===== src/rtl/dmem_loader.sv =====
`default_nettype none
// ============================================================================
// Module      : dmem_loader
// Description : Sequential write-side initiator for the single-cycle core's
//               32-word data memory. Streams words from a valid/ready source
//               into consecutive slots starting at a programmable base,
//               wrapping modulo 32. It can optionally read the slots back and
//               compare an XOR checksum of what was read against an XOR
//               checksum of what was written.
//
// Build option: DMEM_LOADER_VERIFY_EN
//               defined   -> VERIFY state, read-back checksum, mismatch flag
//               undefined -> LOAD goes straight to DONE, memRead = 0,
//                            mismatch = 0, dataOut ignored
//
// Ports:
//   clk       in   1   rising-edge clock, shared with the data memory
//   reset     in   1   asynchronous, active-low reset
//   start     in   1   begin a load (sampled only while idle)
//   base      in   5   first slot index, sampled with start
//   len       in   6   word count, sampled with start (33..63 clamp to 32)
//   in_valid  in   1   source word valid
//   in_data   in  32   source word
//   in_ready  out  1   loader accepts in_data this cycle
//   memWrite  out  1   write strobe to data memory
//   memRead   out  1   read strobe to data memory
//   addr      out 32   {27'b0, slot pointer}
//   data      out 32   write data (in_data while writing, else 0)
//   dataOut   in  32   combinational read data from data memory
//   busy      out  1   high whenever the loader is not idle
//   done      out  1   one-cycle pulse at the end of a load
//   mismatch  out  1   read-back checksum failure, sticky until next start
//
// Revision    : 1.0 - initial release
// ============================================================================
module dmem_loader #(
    parameter int DEPTH = 32
) (
    input  logic        clk,
    input  logic        reset,
    input  logic        start,
    input  logic [4:0]  base,
    input  logic [5:0]  len,
    input  logic        in_valid,
    input  logic [31:0] in_data,
    output logic        in_ready,
    output logic        memWrite,
    output logic        memRead,
    output logic [31:0] addr,
    output logic [31:0] data,
    input  logic [31:0] dataOut,
    output logic        busy,
    output logic        done,
    output logic        mismatch
);

    // The slot pointer is a 5-bit index; DEPTH is only ever 32.
    localparam int          c_PTR_W   = 5;
    localparam logic [5:0]  c_MAX_LEN = 6'(DEPTH);

    typedef enum logic [1:0] {
        c_IDLE   = 2'd0,
        c_LOAD   = 2'd1,
        c_VERIFY = 2'd2,
        c_DONE   = 2'd3
    } state_t;

    state_t               r_state;
    logic [c_PTR_W-1:0]   r_ptr;
    logic [c_PTR_W-1:0]   r_base_q;
    logic [5:0]           r_len_q;
    logic [5:0]           r_cnt;
    logic [31:0]          r_csum;
`ifdef DMEM_LOADER_VERIFY_EN
    logic [31:0]          r_rsum;
    logic                 r_mismatch;
`endif

    logic                 w_wr;
    logic                 w_last;
    logic [5:0]           w_len_clamped;

    // A handshake happens whenever the source is valid while loading; the
    // memory captures the write on the same edge.
    assign w_wr          = (r_state == c_LOAD) && in_valid;
    // r_len_q is never 0 in LOAD/VERIFY (len = 0 skips straight to DONE),
    // so the subtraction cannot underflow where it matters.
    assign w_last        = (r_cnt == (r_len_q - 6'd1));
    assign w_len_clamped = (len > c_MAX_LEN) ? c_MAX_LEN : len;

    // ------------------------------------------------------------------
    // Output decode (combinational from state and registers)
    // ------------------------------------------------------------------
    assign in_ready = (r_state == c_LOAD);
    assign memWrite = w_wr;
    assign data     = w_wr ? in_data : 32'd0;
    assign addr     = {{(32-c_PTR_W){1'b0}}, r_ptr};
    assign busy     = (r_state != c_IDLE);
    assign done     = (r_state == c_DONE);

`ifdef DMEM_LOADER_VERIFY_EN
    assign memRead  = (r_state == c_VERIFY);
    assign mismatch = r_mismatch;
`else
    assign memRead  = 1'b0;
    assign mismatch = 1'b0;

    // Read data and the saved base only matter for read-back.
    logic w_unused;
    assign w_unused = ^{dataOut, r_base_q};
`endif

    // ------------------------------------------------------------------
    // Control FSM
    // ------------------------------------------------------------------
    always_ff @(posedge clk or negedge reset) begin
        if (!reset) begin
            r_state    <= c_IDLE;
            r_ptr      <= '0;
            r_base_q   <= '0;
            r_len_q    <= '0;
            r_cnt      <= '0;
            r_csum     <= '0;
`ifdef DMEM_LOADER_VERIFY_EN
            r_rsum     <= '0;
            r_mismatch <= 1'b0;
`endif
        end else begin
            case (r_state)
                c_IDLE: begin
                    if (start) begin
                        r_ptr      <= base;
                        r_base_q   <= base;
                        r_len_q    <= w_len_clamped;
                        r_cnt      <= '0;
                        r_csum     <= '0;
`ifdef DMEM_LOADER_VERIFY_EN
                        r_mismatch <= 1'b0;
`endif
                        r_state    <= (w_len_clamped == 6'd0) ? c_DONE : c_LOAD;
                    end
                end

                c_LOAD: begin
                    if (w_wr) begin
                        r_csum <= r_csum ^ in_data;
                        r_ptr  <= r_ptr + 5'd1;
                        r_cnt  <= r_cnt + 6'd1;
                        if (w_last) begin
`ifdef DMEM_LOADER_VERIFY_EN
                            // Rewind to the first slot for read-back.
                            r_state <= c_VERIFY;
                            r_ptr   <= r_base_q;
                            r_cnt   <= '0;
                            r_rsum  <= '0;
`else
                            r_state <= c_DONE;
`endif
                        end
                    end
                end

                c_VERIFY: begin
`ifdef DMEM_LOADER_VERIFY_EN
                    r_rsum <= r_rsum ^ dataOut;
                    r_ptr  <= r_ptr + 5'd1;
                    r_cnt  <= r_cnt + 6'd1;
                    if (w_last) begin
                        // Fold in the final read word, which r_rsum has not
                        // absorbed yet on this edge.
                        r_state    <= c_DONE;
                        r_mismatch <= ((r_rsum ^ dataOut) != r_csum);
                    end
`else
                    r_state <= c_IDLE;
`endif
                end

                c_DONE: begin
                    r_state <= c_IDLE;
                end

                default: begin
                    r_state <= c_IDLE;
                end
            endcase
        end
    end

endmodule
`default_nettype wire


===== config.mk =====
export PLATFORM = sky130hd
export DESIGN_NAME = dmem_loader
export DESIGN_NICKNAME = d
export VERILOG_FILES = /design/src/rtl/dmem_loader.sv
export SDC_FILE = /design/constraint.sdc
export NUM_CORES = 1
export LEC_CHECK = 0
export BUFFER_PORTS_ARGS = -buffer_cell sky130_fd_sc_hd__buf_2
export CORE_ASPECT_RATIO = 0.8
export CORE_MARGIN = 4
export CORE_UTILIZATION = 35
export DETAILED_ROUTE_END_ITERATION = 7
export PLACE_DENSITY_LB_ADDON = 0.05
export SYNTH_ARGS = -nofsm -noshare
export SYNTH_HDL_FRONTEND = slang
export SYNTH_SLANG_ARGS = --single-unit

===== constraint.sdc =====
create_clock -name clk -period 1.95 [get_ports clk]
set_input_delay 0.2925 -clock clk [delete_from_list [all_inputs] [get_ports clk]]
set_output_delay 0.2925 -clock clk [all_outputs]
set_load 0.005 [all_outputs]

== After elaboration in Yosys (flattened, before gate mapping) ==
Cells that the tools add are included.

* Flip-flop bits (word level): 19
* Input port bits: 79
* Logic and storage cells: 37

* Add/sub/neg operators: 3
* Order comparisons: 1
* Equal/unequal tests: 7
* Multiplexer cells: 13
* Reduce and logical (&&, ||, !) cells: 9

{| class="wikitable"
|+ Operators with widths
! kind !! count
|-
| 32-bit two-way mux || 1
|-
| 6-bit two-way mux || 3
|-
| 6-bit case mux with 2 select lines || 1
|-
| 5-bit two-way mux || 2
|-
| 5-bit case mux with 2 select lines || 1
|-
| 2-bit two-way mux || 4
|-
| 6-bit by 1-bit adder with 6-bit output, second input constant || 1
|-
| 6-bit == test || 1
|-
| 6-bit greater-than comparator, second input constant || 1
|-
| 6-bit logical NOT || 1
|-
| 2-bit case mux with 3 select lines || 1
|-
| 3-bit AND reduction || 2
|-
| 6-bit by 1-bit subtractor with 6-bit output, second input constant || 1
|-
| 5-bit by 1-bit adder with 5-bit output, second input constant || 1
|-
| 2-bit == test, second input constant || 2
|-
| 2-bit by 1-bit != test with 1-bit output, second input constant || 2
|-
| 2-bit nonzero test || 2
|-
| 2-bit by 1-bit == test with 1-bit output, second input constant || 1
|-
| 2-bit logical NOT || 1
|-
| 2-bit != test, second input constant || 1
|-
| 2-bit AND reduction || 1
|-
| 2-bit OR reduction || 1
|-
| 1-bit logical AND || 1
|}

== Logic depth before layout (Yosys ltp) ==
* Word-level depth: 6
* Depth in mapped cells: 7

== Least setup slack after synthesis ==
Ideal clock, no wire load.

* Path kind: reg2out
* Start point: register r_state[1]
* End point: output data[10]
* Data arrival time: 1.196 ns
* Data required time: 1.657 ns
* Slack: 0.462 ns
* Cell stages (with the launch flop): 5
* Buffers on the path: 2
* Path through: dfrtp_1 and2b_1 buf_2 clkbuf_1 and3_1

* Word-level cells in the longest chain between the ends: 3

{| class="wikitable"
|+ RTL lines
! what !! line !! source
|-
| start: declaration || 68 || <nowiki>state_t r_state;</nowiki>
|-
| start signal: assignment || 118 || <nowiki>r_state <= c_IDLE;</nowiki>
|-
| start signal: assignment || 140 || <nowiki>r_state <= (w_len_clamped == 6'd0) ? c_DONE : c_LOAD;</nowiki>
|-
| start signal: assignment || 157 || <nowiki>r_state <= c_DONE;</nowiki>
|-
| 2-bit by 1-bit == test with 1-bit output || 85 || <nowiki>assign w_wr = (r_state == c_LOAD) && in_valid;</nowiki>
|-
| 1-bit logical AND || 85 ||
|-
| 32-bit two-way mux || 96 || <nowiki>assign data = w_wr ? in_data : 32'd0;</nowiki>
|-
| end: declaration || 50 || <nowiki>output logic [31:0] data,</nowiki>
|}

No other way between the ends.

== Worst setup path after layout ==
* Start point: register r_state[1]
* End point: output data[9]

The elaborated chain is that of the path after synthesis.

==> impl_summary.txt <==
----------------------------------------------------
[Power]
  Internal Pwr Total ... 1.36 mW
  Clock network fraction of total power ... 0.113
  Fraction of power consumed by sequential logic ... 0.329
  Total power divided by cell area ... 1220 nW/um^2
  Maximum vdd drop ... 396 uV
  Net switching fraction of the power ... 0.428
  Leakage power ... 1.16 nW
  Logic pwr share ... 0.558
  Switching power summed over all nets ... 1.02 mW

[Layout]
  Final standard cell area without fillers ... 1960 um^2
  Diode count ... 0
  Proportion of layout cells with a drive suffix above 1 ... 0.354
  Area of combinational cells with multiple inputs ... 876 um^2
  Net count reported at finish ... 357
  P&R area growth vs syn ... 28.7%
  Sequential standard cell area ... 475 um^2
  Number of filler instances in the final layout ... 425
  Final non-filler cell total ... 331

[Timing]
  Unrepaired setup endpoints after global routing ... false
  Count of final max-slew check failures ... 0
  Final Worst Setup Slack ... 0.163 ns
  Total of endpoints with negative setup slack in the final report ... 0
  Worst hold slack ... 0.295 ns
  Count of endpoints failing hold in the final timing report ... 0
  Share of the clock period used by the worst path ... 0.916
  Minimum clock period after layout ... 1.79 ns
  Final-layout setup total negative slack ... 0 ns
  Worst clock skew on the final layout ... 0.000813 ns
  Achievable frequency ... 560 MHz

[Placed design]
  RD Place Congestion ... 0.720
  Number of buffer cells added on primary ports ... 87
  Number of instances in the placed design ... 326
  Post-place instance area ... 1900 um^2
  Hpwl dp ... 3.14 mm
  Worst Setup Slack post-DPL ... 0.379 ns

[Clocking]
  CTS tree ... yes
  Later-pin clock latency in the skew report ... 0.25 ns
  Clk sinks ... 19
  Post-CTS sizing ... 0
  Number of H-tree branching levels ... 1
  Cell at the root of the clock tree ... sky130_fd_sc_hd__clkbuf_8
  Number of buffers created by CTS ... 3
  Clock Tree Buf Depth ... 2
  CTS Hold Buffers Added ... 1
  Post-CTS repair timing setup buffer count ... 0
  Clock transition at path regs ... 0.07 ns

[Global routing]
  Via count of the first global-routing pass ... 1324
  Gr usage total ... 0.137
  Largest net degree at the start of global routing ... 34
  Final global-route overflow total ... 0
  Initial antenna violation count ... 0
  Wire length of the first global-routing pass ... 5.87 mm

[Route]
  Sum of routed wire length over all layers ... 3.86 mm
  Number of vias after detailed routing ... 1466
  Antenna Violating Nets Remaining ... 0
  Routed wire per std cell ... 11.7 um
  DRC violation total after the first TritonRoute iteration ... 61
  Residual DRC ... 0
  Via count normalized by instance count ... 4.43
  Number of detailed-routing iterations run before antenna repair ... 4

[Synthesis]
  Post-synthesis instance area ... 1520 um^2
  Sequential-to-total area share from yosys stat ... 0.313
  Synth Register Bits ... 19
  Yosys top cell area share ... 0.313
  Top cells by instance count after synthesis ... 33 x sky130_fd_sc_hd__and3_1, 30 x sky130_fd_sc_hd__buf_4, 19 x sky130_fd_sc_hd__dfrtp_1
  Top cells by area in the synthesized netlist ... sky130_fd_sc_hd__dfrtp_1 31%, sky130_fd_sc_hd__buf_4 15%, sky130_fd_sc_hd__and3_1 14%, sky130_fd_sc_hd__nand2_1 4.2%, sky130_fd_sc_hd__xor2_1 4.0%
  Dominant synthesized flop cell ... sky130_fd_sc_hd__dfrtp_1
  Number of warning messages in the yosys log ... 0
  Library cell with the highest instance count after synthesis ... sky130_fd_sc_hd__and3_1
  Mean instance size in the synthesized netlist ... 8.04 um^2
  Synthesized instance count ... 189
  Count of cell types in the netlist ... 34
  Share of flip-flops with an asynchronous set or reset ... 1.00
  Cell type with the highest aggregate area in the netlist ... sky130_fd_sc_hd__dfrtp_1
  Number of flops mapped to enable cells by yosys ... 0

[Setup path]
  Critical path class ... flip-flop to output pin
  Crit path max fanout ... 22
  Required time reported for the critical path endpoint ... 1.66 ns
  Nature of the critical path startpoint ... flip-flop
  Arrival time at the worst endpoint ... 1.49 ns
  Kind of capture point of the worst setup path ... output pin

[Floorplan]
  Total number of placement rows ... 21
  Die Span X ... 81.7 um
  Initial core utilization ... 0.364
  Core area ... 4180 um^2
  Chip height ... 66.9 um
  Top-level port count ... 149
  Die area ... 5460 um^2

[Job]
  Max-Cap Viols ... 0

[Outcome]
  Result of the run ... complete, no violations

[Min path]
  Hold crit path type ... input pin to flip-flop

----------------------------------------------------
-- area by class of cell --
cell class	instances	share of cell area
sequential	19	0.243
tap	57	0.0365
clock buffer	3	0.0211
clock inverter	1	0.00256
multi-input combinational	156	0.448
timing repair buffer	92	0.243
inverter	3	0.00576
-- power by group through the flow --
| stage | combinational (mW) | clock, mW | sequential, mW |
|---|---|---|---|
| final | 1.33 | 0.271 | 0.784 |
| after global routing | 1.54 | 0.297 | 0.820 |
| after CTS | 1.35 | 0.280 | 0.787 |
| after detailed placement | 1.35 | 0 | 0.794 |
| after global placement | 1.34 | 0 | 0.789 |
| after floorplan | 0.974 | 0 | 0.750 |
-- registers in the layout, summed over array words and instances (netlist names) --
| register | cells |
|---|---|
| r_cnt | 6 |
| r_len_q | 6 |
| r_ptr | 5 |
| r_state | 2 |
-- cell usage in the layout, fill, tap and decap left out, types with 2 or more instances in the layout --
cell and n:
sky130_fd_sc_hd__o21ai_1 7, sky130_fd_sc_hd__o21ai_0 3, sky130_fd_sc_hd__nand3_1 5, sky130_fd_sc_hd__nand3b_1 3
sky130_fd_sc_hd__conb_1 29, sky130_fd_sc_hd__nor2_1 9, sky130_fd_sc_hd__nand4_1 2, sky130_fd_sc_hd__buf_2 87
sky130_fd_sc_hd__and2_1 3, sky130_fd_sc_hd__nor2_2 2, sky130_fd_sc_hd__xnor2_1 3, sky130_fd_sc_hd__nand2b_1 6
sky130_fd_sc_hd__nand2_1 17, sky130_fd_sc_hd__dfrtp_1 19, sky130_fd_sc_hd__mux2i_1 2, sky130_fd_sc_hd__buf_4 4
sky130_fd_sc_hd__inv_1 3, sky130_fd_sc_hd__o22ai_1 2, sky130_fd_sc_hd__o2111ai_1 2, sky130_fd_sc_hd__clkbuf_8 3
sky130_fd_sc_hd__and3_1 33, sky130_fd_sc_hd__xor2_1 7, sky130_fd_sc_hd__ha_1 3, sky130_fd_sc_hd__a21oi_1 8
-- kinds of logic after synthesis --
kind of cell             share of synthesized area
AND/OR/NAND/NOR                              0.311
buffers and inverters                        0.180
AO/OA/AOI/OAI                               0.0989
flip-flops                                   0.313
XOR/XNOR                                    0.0577
adder cells (fa/ha/maj)                     0.0247
multiplexers                                0.0132
other                                      0.00247
-- path summary, 6_finish.rpt --
path / start / end / slack, ns / cells past startpoint
max: r_state[1]$_DFFE_PN0P_ / data[9] / 0.16 / 4
min in group asynchronous: reset / r_len_q[3]$_DFFE_PN0P_ / 0.51 / 2
max reg2reg: r_len_q[2]$_DFFE_PN0P_ / r_state[1]$_DFFE_PN0P_ / 0.38 / 5
max in group asynchronous: reset / r_state[1]$_DFFE_PN0P_ / 1.15 / 2
min: len[2] / r_len_q[2]$_DFFE_PN0P_ / 0.30 / 3
min reg2reg: r_len_q[5]$_DFFE_PN0P_ / r_len_q[5]$_DFFE_PN0P_ / 0.51 / 2
-- per-stage QoR --
step                power (mW)  utilization
finish                    2.39        0.468
global route              2.66        0.468
CTS                       2.42        0.468
detailed placement        2.14        0.455
global placement          2.13        0.455
floorplan                 1.72            -
-- routing by layer --
metal	wire length [um]	GRT usage	share of wire	up-vias
met1	1640	0.179	0.42	635
met4	26	0.0311	0.0067	0
met5	0	0	0	-
met2	1850	0.227	0.48	69
li1	-	-	-	758
met3	343	0.0324	0.089	4
-- critical path: stages (launching register included) --
cell and delay (ns):
sky130_fd_sc_hd__dfrtp_1 0.44, sky130_fd_sc_hd__and2b_1 0.26, sky130_fd_sc_hd__buf_4 0.25, sky130_fd_sc_hd__and3_1 0.18
sky130_fd_sc_hd__buf_2 0.11
(Power assumes the default switching activity.)
